$ cat config.mk
export PLATFORM = sky130hd
export DESIGN_NAME = serial_addsub
export DESIGN_NICKNAME = d
export VERILOG_FILES = /design/src/rtl/serial_addsub.sv
export SDC_FILE = /design/constraint.sdc
export NUM_CORES = 1
export LEC_CHECK = 0
export CAP_MARGIN = 20
export CORE_ASPECT_RATIO = 0.8
export CORE_UTILIZATION = 50
export DETAILED_ROUTE_END_ITERATION = 16
export HOLD_SLACK_MARGIN = 0.08
export PLACE_DENSITY = 0.78
export SYNTH_ARGS = -nofsm -noshare
export SYNTH_HDL_FRONTEND = slang
export SYNTH_SLANG_ARGS = --single-unit
$ cat constraint.sdc
create_clock -name clk -period 1.7 [get_ports clk]
set_input_delay 0.17 -clock clk [delete_from_list [all_inputs] [get_ports clk]]
set_output_delay 0.17 -clock clk [all_outputs]
set_load 0.02 [all_outputs]
$ cat src/rtl/serial_addsub.sv
// serial_addsub -- bit-serial adder/subtractor.
//
// A single full adder processes one operand bit per clock, LSB first. An
// operation takes WIDTH cycles after acceptance. Subtraction is computed as
// a + ~b + 1, with the +1 entering as the initial carry.
//
// Parameters:
//   WIDTH          operand width in bits, legal range 2..32
// Ports:
//   clk            clock, all state updates on the rising edge
//   rst            synchronous active-high reset
//   start          operation request, accepted only when idle
//   sub            0 = a+b, 1 = a-b, sampled with start
//   a, b           operands, sampled with start
//   busy           high while an operation is in progress
//   done           one-cycle pulse, result registers just updated
//   sum            result register, held between completions
//   cout           carry out of the MSB (not-borrow when subtracting)
//   ovf            two's-complement overflow
//   sum_bit        serial result bit, LSB first, 0 when not valid
//   sum_bit_valid  qualifier for sum_bit, high only while shifting
module serial_addsub #(
    parameter int WIDTH = 8
) (
    input  logic             clk,
    input  logic             rst,
    input  logic             start,
    input  logic             sub,
    input  logic [WIDTH-1:0] a,
    input  logic [WIDTH-1:0] b,
    output logic             busy,
    output logic             done,
    output logic [WIDTH-1:0] sum,
    output logic             cout,
    output logic             ovf,
    output logic             sum_bit,
    output logic             sum_bit_valid
);

    // One extra bit so the counter can reach WIDTH without wrapping.
    localparam int CNT_W = $clog2(WIDTH) + 1;

    typedef enum logic {
        IDLE  = 1'b0,
        SHIFT = 1'b1
    } state_t;

    state_t           state;
    state_t           state_next;

    logic [WIDTH-1:0] a_sr;
    logic [WIDTH-1:0] b_sr;
    logic [WIDTH-1:0] res_sr;   // result under construction, kept apart from sum
    logic             carry;
    logic [CNT_W-1:0] cnt;

    logic             fa_sum;
    logic             fa_carry;
    logic             last_bit;

    // Full adder on the current LSBs.
    always_comb begin
        fa_sum   = a_sr[0] ^ b_sr[0] ^ carry;
        fa_carry = (a_sr[0] & b_sr[0]) | (a_sr[0] & carry) | (b_sr[0] & carry);
        last_bit = (cnt == CNT_W'(WIDTH - 1));
    end

    // NOTE: sequential state is written with non-blocking assignments so all
    // registers sample the values from before the edge, independent of order.
    always_ff @(posedge clk) begin
        if (rst) begin
            state <= IDLE;
        end else begin
            state <= state_next;
        end
    end

    // NOTE: the default assignment first guarantees state_next is driven on
    // every path, so no latch is inferred.
    always_comb begin
        state_next = state;
        case (state)
            IDLE:    if (start)    state_next = SHIFT;
            SHIFT:   if (last_bit) state_next = IDLE;
            default:               state_next = IDLE;
        endcase
    end

    // busy and the serial stream follow the state directly, so they are
    // low in IDLE without needing their own registers.
    assign busy          = (state == SHIFT);
    assign sum_bit_valid = (state == SHIFT);
    assign sum_bit       = (state == SHIFT) & fa_sum;

    // NOTE: every register here, shift registers included, takes the reset so
    // an aborted operation leaves no stale operand, carry or result behind.
    always_ff @(posedge clk) begin
        if (rst) begin
            a_sr   <= '0;
            b_sr   <= '0;
            res_sr <= '0;
            carry  <= 1'b0;
            cnt    <= '0;
            sum    <= '0;
            cout   <= 1'b0;
            ovf    <= 1'b0;
            done   <= 1'b0;
        end else begin
            done <= 1'b0;
            case (state)
                IDLE: begin
                    if (start) begin
                        a_sr  <= a;
                        b_sr  <= sub ? ~b : b;
                        carry <= sub;
                        cnt   <= '0;
                    end
                end
                SHIFT: begin
                    a_sr   <= a_sr >> 1;
                    b_sr   <= b_sr >> 1;
                    carry  <= fa_carry;
                    res_sr <= {fa_sum, res_sr[WIDTH-1:1]};
                    cnt    <= cnt + 1'b1;
                    if (last_bit) begin
                        sum  <= {fa_sum, res_sr[WIDTH-1:1]};
                        cout <= fa_carry;
                        // carry still holds the carry into the MSB here.
                        ovf  <= carry ^ fa_carry;
                        done <= 1'b1;
                    end
                end
                default: ;
            endcase
        end
    end

endmodule

======== After elaboration in Yosys (flattened, before gate mapping) ========
Cells that the tools add are included.
cells by class
  reduce and logical (&&, ||, !) cells .... 2
  $add $sub $neg .......................... 1
  multiplexer cells ....................... 13
  equal/unequal tests ..................... 2
  bitwise logic cells ..................... 11
operator list
  operator                                             count
  case mux 8 bit (2 select lines)                      2
  2-to-1 mux 8 bit                                     3
  NOT 8 bit                                            1
  case mux 4 bit (2 select lines)                      1
  adder 4 x 1 -> 4 bit, second input constant          1
  AND 1 bit                                            4
  equality test 4 x 3 -> 1 bit, second input constant  1
  2-to-1 mux 1 bit                                     4
  2-to-1 mux 4 bit                                     1
  case mux 1 bit (2 select lines)                      2
  bitwise XOR 1 bit                                    3
  inequality test 2 bit, second input constant         1
  OR 1 bit                                             2
  AND reduction 2 bit                                  1
  OR reduction 2 bit                                   1
  NOT 1 bit                                            1
storage, ports and cells
  bits in registers ....................... 41

======== Longest topological paths before layout ========
  word-level depth ........................ 4
  depth in mapped cells ................... 5

======== Least setup slack after synthesis ========
OpenSTA, ideal clock, no wires.
  path kind ............................... reg-to-reg
  start point ............................. reg a_sr[0]
  end point ............................... reg res_sr[7]
  setup slack ............................. 382 ps
  buffers on the path ..................... 0
  cell stages (with the launch flop) ...... 5
  required time ........................... 1,572 ps
  library setup time ...................... 128 ps
  data arrival time ....................... 1,190 ps
  period minus slack after synthesis ...... 1,318 ps
  path through ............................ dfxtp_1 > fa_1 > and2_1 > a21oi_1 > nor2_1
on the way
  word-level cells in the longest chain between the ends .. 2
ends and longest elaborated chain
  item                            RTL line  RTL
  start: declaration              51        logic [WIDTH-1:0] a_sr;
  start signal: assignment        120       a_sr <= a_sr >> 1;
  bitwise XOR 1 bit (2 in a row)  63        fa_sum = a_sr[0] ^ b_sr[0] ^ carry;
  via fa_sum                      57        logic fa_sum;
  end signal: assignment          123       res_sr <= {fa_sum, res_sr[WIDTH-1:1]};
  end: declaration                53        logic [WIDTH-1:0] res_sr;
The timed path passes the listed nets, and every way through them passes these cells.
A chain may end at the register's enable or synchronous reset.

======== Worst setup path after layout ========
  start point ............................. reg a_sr[0]
  end point ............................... out sum_bit
on the way
  word-level cells in the longest chain between the ends .. 3
ends and longest elaborated chain
  item                            RTL line  RTL
  bitwise XOR 1 bit (2 in a row)  63
  via fa_sum                      57
  AND 1 bit                       93        assign sum_bit = (state == SHIFT) & fa_sum;
  end: declaration                36        output logic sum_bit,
The timed path passes the listed nets, and every way through them passes these cells.

==> flow_summary.json <==
{
  "grt_pass1_vias": 1269,
  "hold_class": "reg -> reg",
  "io_pins": 34,
  "synth-main-ff-cell": "dfxtp_1",
  "dp_hpwl_um": 2250,
  "cellPowerDensity_nw_per_um2": 956,
  "maxSlewHeadroom": 0.707,
  "tritoncts": "built",
  "initial_utilization": 0.535,
  "outcome": "finished, final reports clean",
  "holdBufCountCts": 0,
  "crit_buf_inv": 1,
  "power.leakage_nw": 0.840,
  "yosysSeqAreaShare": 0.478,
  "viasPerCell": 5.34,
  "netlist.area_leader.share": 0.478,
  "crit_path_end": "sum_bit",
  "ys.warnings.count": 0,
  "crit_type": "reg -> out",
  "synth_edf_count": 0,
  "synthTopCellsByArea": "dfxtp_1, a21oi_1, mux2_2",
  "crit_path_max_incr_delay_ns": 0.57,
  "synthArstFlopShare": 0,
  "cts_sinks": 40,
  "ys_ff_latch": 40,
  "setup_viol": 0,
  "clock_path_buffers": 2,
  "cp_cell_sequence": "fa_1 > and2_4 > buf_4",
  "dieHeight_um": 53.8,
  "final_antenna_net_count": 0,
  "portBuffers": 33,
  "synth.distinct_cells": 30,
  "critPathTopFamily": "adder cells",
  "die_x_um": 66.7,
  "first_pass_iters": 4,
  "path_clk_slew_ns": 0.07,
  "fp.coreArea_um2": 3130,
  "cts_buffers": 5,
  "syn_nets": 195,
  "power_mw": 2.07,
  "r2r_end": "cout$_SDFFE_PP0P_",
  "cp.required_ns": 1.53,
  "period_share": 0.964,
  "drive_above_1_share": 0.130,
  "fin_area_um2": 2170,
  "nNetsFinal": 228,
  "cp_slowest_cell": "fa_1",
  "grt_max_degree": 31,
  "num_rows": 18,
  "max_cap_viol_count": 0,
  "rrSetupSlack_ns": 0.29,
  "grt_pass1_wl_um": 5430,
  "fmax_mhz": 610,
  "reg2reg_depth": 5,
  "cp_max_fo": 2,
  "rsz0062_at_grt": "false",
  "syn_inst": 173,
  "crit_path_end_kind": "output pin",
  "drv_slew": 0,
  "cp-startpoint": "a_sr[0]$_SDFFE_PP0P_",
  "synth_area_leader_cell": "dfxtp_1",
  "dieArea_um2": 3590,
  "grt_remaining_overflow": 0,
  "routabilityCongestion": 0.732,
  "timing.rr.start": "cnt[0]$_SDFFE_PP0P_",
  "drc": 0,
  "worstMarginPinSlew_ns": 0.439,
  "placed_area_um2": 2040,
  "post_drt_wl_per_cell_um": 13.0,
  "arrival_ns": 1.47,
  "insertion_delay_ns": 0.28,
  "cts-root-buf": "clkbuf_8",
  "final-hold-violation-count": 0,
  "syn_area_um2": 1680,
  "diodes": 0,
  "h-tree-depth": 2,
  "synth.avg_cell_area_um2": 9.68,
  "antenna_found_initial": 0,
  "tns_ns": 0,
  "fin_worst_skew_ns": 0.00448,
  "drt-initial-drc-count": 56,
  "vias": 1319,
  "cp.depth": 3,
  "drt_wl_total_um": 3220,
  "ir_drop_uv": 636,
  "syn_to_final_growth_pct": 29.3,
  "min_period_ns": 1.64,
  "grt_usage": 0.208,
  "crit_path_start_kind": "flop"
}
metrics by stage:
| step | instances | util | hold WS, ns | worst slack [ns] |
|---|---|---|---|---|
| after global routing | 247 | 0.692 | 0.487 | 0.00275 |
| after global placement | 239 | 0.651 | 0.443 | -0.0750 |
| after CTS | 247 | 0.689 | 0.463 | 0.0200 |
| final | 247 | 0.692 | 0.466 | 0.0617 |
| after detailed placement | 239 | 0.651 | 0.450 | -0.105 |
| after floorplan | 173 | - | 0.337 | 0.382 |
cell usage in the layout (no fill, tap or decap), drive strengths merged:
cell type      synthesis  routed
dfxtp                 40      40
a2111oi                1       1
a211o                  7       7
and2                   1       1
mux2                   8       8
xnor2                  8       8
or4b                   1       1
o21a                   1       1
mux2i                  8       8
a21oi                 18      18
nor3b                  2       2
a22o                  10      10
nand3                  1       1
buf                   14       8
nand4b                 2       2
xor2                   1       1
o311ai                 1       1
fa                     1       1
a211oi                 2       2
bufinv                 0       1
nand2b                 1       1
clkdlybuf4s50          0      32
inv                    2       2
nor2b                  1       1
nor3                   1       1
nor2                  19      19
clkbuf                 0       7
ha                     1       1
nand2                 21      21
where the power goes:
group          leakage [nW]  internal (mW)  total [mW]  switching (mW)
clock                0.0645          0.518       0.818           0.300
combinational         0.450          0.139       0.256           0.117
sequential            0.326          0.973       0.996          0.0236
per-layer routing:
layer,vias up,track usage,wire length (um)
li1,666,-,-
met1,620,0.240,1460
met2,27,0.357,1570
met3,6,0.0593,138
met4,0,0.103,48
met5,-,0,0
area by class of cell:
cell class | instances | area [um2]
Clock inverter | 1 | 30.0
Fill cell | 245 | 965
Multi-Input combinational cell | 117 | 788
Tap cell | 40 | 50.0
Inverter | 2 | 7.51
Timing Repair Buffer | 40 | 393
Sequential cell | 40 | 801
Clock buffer | 7 | 96.3
kinds of logic after synthesis:
logic type,Yosys count,synth area share
AND/OR/NAND/NOR,50,0.132
AO/OA/AOI/OAI,40,0.167
flip-flops,40,0.478
buffers and inverters,16,0.0545
multiplexers,16,0.102
XOR/XNOR,9,0.0471
adder cells (fa/ha/maj),2,0.0194
sequential cells by signal, indices dropped and copies added (netlist names):
register,cells
a_sr,8
done,1
b_sr,8
cout,1
cnt,4
sum,8
res_sr,7
carry,1
ovf,1
busy,1
timing repair:
item,4_1_cts,5_1_grt
gates cloned,0,0
resized for setup,4,3
buffers inserted,0,0
setup endpoints to repair,1,8
worst min-delay path, stage by stage, from the launching register on:
cell	delay [ns]
dfxtp_1	0.31
nand2_1	0.06
a21oi_1	0.05
Yosys cell counts, types with 4 or more instances:
cell and instances:
buf_2 7, a22o_1 10, dfxtp_1 40, mux2i_1 8, nor2_1 19, buf_4 4
mux2_2 8, a211o_1 7, a21oi_1 18, nand2_1 21, xnor2_1 8
worst min path at each step:
stage | from | to | slack [ns] | depth (start not counted)
2_1_floorplan | rst | cnt[3]$_SDFFE_PP0P_ | 0.34 | 1
3_3_place_gp | a_sr[4]$_SDFFE_PP0P_ | a_sr[3]$_SDFFE_PP0P_ | 0.44 | 2
3_5_place_dp | res_sr[1]$_SDFFE_PP0P_ | sum[0]$_SDFFE_PP0P_ | 0.45 | 1
4_1_cts | b_sr[4]$_SDFFE_PP0P_ | b_sr[3]$_SDFFE_PP0P_ | 0.46 | 2
5_1_grt | b_sr[6]$_SDFFE_PP0P_ | b_sr[5]$_SDFFE_PP0P_ | 0.49 | 2
6_report | b_sr[5]$_SDFFE_PP0P_ | b_sr[4]$_SDFFE_PP0P_ | 0.47 | 2
Power figures use the tool's default switching activity.
==> variant 1 (config.mk and constraints unchanged) <==
Set the parameter `WIDTH` to 16 (it was 8).
--- a/src/rtl/serial_addsub.sv
+++ b/src/rtl/serial_addsub.sv
@@ -20,7 +20,7 @@
 //   sum_bit        serial result bit, LSB first, 0 when not valid
 //   sum_bit_valid  qualifier for sum_bit, high only while shifting
 module serial_addsub #(
-    parameter int WIDTH = 8
+    parameter int WIDTH = 16
 ) (
     input  logic             clk,
     input  logic             rst,
Interface: changed (resized a, b and sum); port bits go from 34 to 58. No check against the original RTL was run, so the function may have changed too.
==> variant 1 against the original RTL <==
- worst setup slack lost 0.025 ns
- clock skew grew 0.0043 ns
- routed wire length grew 85%
- sequential power grew 84%
- highest routed layer unchanged
- global-route usage shrank 1.6 points
- largest power group unchanged
- synthesized cell count grew 100%
- power grew 84%
- synthesized area grew 87%
- design area grew 86%
- sequential cell count grew 33
- sequential share of layout area shrank 0.66 points
==> variant 1: results (changes against the original RTL) <==
[detailed_routing]
first_pass_iters = 6  ; was 4
wl_per_cell_um = 12.1  ; was 13.0 µm

[clock_network]
htree_num_levels = 3  ; was 2
clk_latency_ns = 0.35  ; was 0.28 ns
cts_buffers = 9  ; was 5

[yosys]
syn-num-nets = 389  ; was 195
ys_seq_area_share_pct = 46.6  ; was 47.8%
ys_top_cells_by_area = dfxtp_1, mux2i_1, nand2_1  ; was dfxtp_1, a21oi_1, mux2_2
synth_commonest_cells = dfxtp_1, nand2_1, nor2_1, a21oi_1, mux2i_1  ; was dfxtp_1, nand2_1, nor2_1, a21oi_1, a22o_1

[place]
io_buffers = 57  ; was 33
dp_hpwl_mm = 3.87  ; was 2.25 mm
place_inst = 473  ; was 239
placed_area_um2 = 3780  ; was 2040 µm²

[pwr]
vdd_drop_max_v = 0.000525  ; was 0.000636 V
report.power.total_w = 0.00381  ; was 0.00207 W
power_switching_w = 0.000931  ; was 0.000441 W
p_leak_nw = 1.57  ; was 0.840 nW
pg_comb_w = 0.000471  ; was 0.000256 W

[setup_path]
regToRegSetupSlack_ns = 0.17  ; was 0.29 ns
cp.arrival_ns = 1.49  ; was 1.47 ns

[sta]
hold_ws_ns = 0.318  ; was 0.466 ns
tightest_slew_ns = 0.614  ; was 0.439 ns

[global_route]
grtUsageTotal_pct = 19.2  ; was 20.8%
gr-usage-met1_pct = 25.5  ; was 24.0%
grt_pass1_vias = 2209  ; was 1269
grt_max_degree = 57  ; was 31
grtUsageMet3_pct = 5.73  ; was 5.93%

[layout]
layoutNonFillerInstCount = 491  ; was 247
reg.largest.list = a_sr (16), b_sr (16), sum (16)  ; was a_sr (8), b_sr (8), sum (8)
fin_nets = 445  ; was 228
final_layout_size_suffix_gt1_share_pct = 11.0  ; was 13.0%

[hold_path]
hold_path_class = input port to flop  ; was flop to flop

[run_status]
status = complete, no violations  ; unchanged

## variant 1: cell types whose count changed after synthesis, moves of 7 or more
cell      unedited run  this run
dfxtp_1             40        73
nand2_1             21        53
nor2_1              19        51
mux2i_1              8        31
a21oi_1             18        36
a211oi_1             2        17
a22o_1              10         0
xnor2_1              8        17
a211o_1              7        15
buf_2                7        14
mux2_2               8         1
## variant 1: critical path: stages (launching register included)
cell     delay (ns)
dfxtp_2        0.34
fa_1           0.55
and2_4         0.15
buf_6          0.11
## variant 1: path summary, 6_finish.rpt
check | startpoint | end
worst max register to register | cnt[0] | ovf
worst max-delay path | carry | sum_bit
worst min register to register | sum[6] | sum[6]
worst min-delay path | rst | cnt[0]
## variant 1: cell type report
type,instances,area [µm²]
Timing Repair Buffer,75,734
Clock inverter,7,104
Multi-Input combinational cell,242,1490
Inverter,4,15.0
Sequential cell,73,1460
Clock buffer,9,124
Tap cell,81,101
Fill cell,477,1940
## variant 1: timing repair
| item | 4_1_cts | 5_1_grt |
|---|---|---|
| pin swaps | 0 | 1 |
| resized for setup | 8 | 2 |
| setup buffers | 0 | 2 |
| endpoints found under the setup margin | 19 | 4 |
## variant 1: logic make-up after synthesis
group	synth area share, %
AND/OR/NAND/NOR	14.7
flip-flops	46.6
adder cells (fa/ha/maj)	1.84
AO/OA/AOI/OAI	15.5
XOR/XNOR	5.03
buffers and inverters	5.99
multiplexers	10.3
## variant 1: routing by layer
metal / routed length [µm] / up-vias
li1: - / 1288
met1: 3070 / 1134
met2: 2540 / 57
met4: 73 / 0
met3: 268 / 9
met5: 0 / -
==> variant 2 (same flow settings) <==
Without the edit above. Put a register stage on the output `sum_bit`, cleared by the reset. The value now appears one clock later. The other outputs are not delayed to match.
--- a/src/rtl/serial_addsub.sv
+++ b/src/rtl/serial_addsub.sv
@@ -90,7 +90,13 @@
     // low in IDLE without needing their own registers.
     assign busy          = (state == SHIFT);
     assign sum_bit_valid = (state == SHIFT);
-    assign sum_bit       = (state == SHIFT) & fa_sum;
+    always_ff @(posedge clk) begin
+        if (rst) begin
+            sum_bit <= '0;
+        end else begin
+            sum_bit <= (state == SHIFT) & fa_sum;
+        end
+    end
 
     // NOTE: every register here, shift registers included, takes the reset so
     // an aborted operation leaves no stale operand, carry or result behind.
Check against the original RTL: not equivalent (Yosys sat finds a counterexample within 4 cycles, from zero or initial values and one cycle with rst high).
==> variant 2 against the original RTL <==
- clock power increased by 13%
- worst setup slack improved by 0.073 ns
- routed wire length increased by 3.0%
- sequential cell count increased by 1
- synthesized cell count decreased by 2.9%
- synthesized area increased by 3.6%
- critical path depth increased by 1
- power increased by 6.3%
- design area increased by 2.0%
- critical path type is now flop to flop
==> variant 2: results (changes against the original RTL) <==
[detailed_routing]
first_pass_iters = 4  ; unchanged
vias_per_cell = 5.32  ; was 5.34
route.met2.wl_mm = 1.56  ; was 1.57 mm
drt-initial-drc-count = 52  ; was 56
drt-total-wl_mm = 3.31  ; was 3.22 mm
met1Wirelength_mm = 1.59  ; was 1.46 mm
wl_met3_um = 115  ; was 138 µm
routed.top_layer = met4  ; unchanged

[yosys]
yosys_warnings = 0  ; unchanged
ys_types = 27  ; was 30
ys_seq_area_share_pct = 47.3  ; was 47.8%
syn-num-nets = 190  ; was 195
async_reset_ff_share_pct = 0  ; unchanged
ys.flop_type = dfxtp_1  ; unchanged
ys_top_cells_by_area = dfxtp_1, mux2i_1, mux2_2  ; was dfxtp_1, a21oi_1, mux2_2
synth_commonest_cells = dfxtp_1, nor2_1, mux2i_1, a21oi_1  ; was dfxtp_1, nand2_1, nor2_1, a21oi_1, a22o_1

[hold_path]
hold_depth = 2  ; unchanged
hold_path_class = flop to flop  ; unchanged

[clock_network]
cts_resized = 0  ; was 4
htree_num_levels = 2  ; unchanged
clock_path_buffers = 2  ; unchanged
cts_buffers = 5  ; unchanged
clkTransAtPathRegs_ns = 0.08
cts_root_buf = clkbuf_8  ; unchanged
clk_latency_ns = 0.30  ; was 0.28 ns
cts_setup_buffers = 0  ; unchanged

[place]
gp_routability_congestion = 0.714  ; was 0.732
dp_hpwl_mm = 2.26  ; was 2.25 mm
io_buffers = 33  ; unchanged

[layout]
fin_nets = 221  ; was 228
diodes = 0  ; unchanged
nFillCells = 249  ; was 245
reg.largest.list = a_sr (8), b_sr (8), sum (8)  ; unchanged
final_layout_size_suffix_gt1_share_pct = 13.0  ; about the same

[setup_path]
cpPeakStageDelay_ns = 0.57  ; about the same
cp_max_fo = 11  ; was 2
cp.arrival_ns = 1.80  ; was 1.47 ns
worstRegToRegCells = 4  ; was 5
crit_path_top_delay_cell = nor2_1  ; was fa_1
cp_top_family = simple AND/OR/NAND/NOR gates  ; was adder cells

[global_route]
grt_pass1_wl_mm = 5.42  ; was 5.43 mm
grt_overflow = 0  ; unchanged
antenna_found_initial = 0  ; unchanged
grt_max_degree = 31  ; unchanged
grt_pass1_vias = 1238  ; was 1269
grtUsageTotal_pct = 20.5  ; was 20.8%

[run_status]
status = complete, no violations  ; unchanged

[pwr]
vdd_drop_max_v = 0.000654  ; was 0.000636 V
p_leak_nw = 0.873  ; was 0.840 nW

[job]
drv_cap = 0  ; unchanged

[sta]
hold_violations = 0  ; unchanged
maxSlewHeadroom_pct = 51.9  ; was 70.7%
skew_ns = 0.00531  ; was 0.00448 ns

[variant 2: cell families (layout without fill, tap and decap cells)]
group | Yosys count | in the layout | synth area share, %
AOI/OAI and AO/OA | 32 | 32 | 14.0
DFF | 41 | 41 | 47.3
buffers and inverters | 16 | 48 | 5.91
and+or+nand+nor | 44 | 44 | 11.9
muxes | 24 | 24 | 14.5
xor gates and xnor gates | 9 | 9 | 4.54
adders and majority gates | 2 | 2 | 1.87
[variant 2: report_power, final]
group | switching, W | total [W] | internal [W]
Clock | 0.000345 | 0.000928 | 0.000583
Combinational | 0.000112 | 0.000251 | 0.000139
Sequential | 0.0000248 | 0.00102 | 0.000997
Total | 0.000482 | 0.00220 | 0.00172
[variant 2: routing by layer]
metal  vias up  global-route usage (%)
met3         5                    6.88
met4         0                    8.33
met2        20                    34.8
met5         -                       0
met1       609                    24.0
li1        642                       -
[variant 2: area by class of cell]
| class | count | area [µm²] | area share [%] |
|---|---|---|---|
| sequential | 41 | 822 | 37.2 |
| multi-input combinational | 111 | 812 | 36.7 |
| timing repair buffer | 39 | 388 | 17.6 |
| clock buffer | 5 | 68.8 | 3.11 |
| clock inverter | 3 | 65.1 | 2.94 |
| tap | 40 | 50.0 | 2.27 |
| inverter | 1 | 3.75 | 0.170 |
[variant 2: path summary, 6_finish.rpt]
check	to	slack [ns]	start
setup reg to reg	sum[0]	0.13	cnt[0]
hold reg to reg	b_sr[0]	0.47	b_sr[1]
hold / removal	b_sr[0]	0.47	b_sr[1]
setup / recovery	sum[0]	0.13	cnt[0]
[variant 2: worst register-to-register path, cell delays in order (launching register included)]
cell and delay, ns:
dfxtp_1 0.38, ha_1 0.20, nand4b_1 0.12, nor2_1 0.57
a22o_1 0.23
[variant 2: metrics by stage]
stage	total power [W]	worst slack, ns	cells	hold WS [ns]	cell area [µm²]
floorplan	0.00121	0.388	168	0.246	1740
global route	0.00229	0.0302	240	0.485	2210
global placement	0.00128	0.141	232	0.449	2080
detailed placement	0.00130	0.0746	232	0.458	2080
finish	0.00220	0.135	240	0.466	2210
CTS	0.00222	0.132	240	0.469	2210
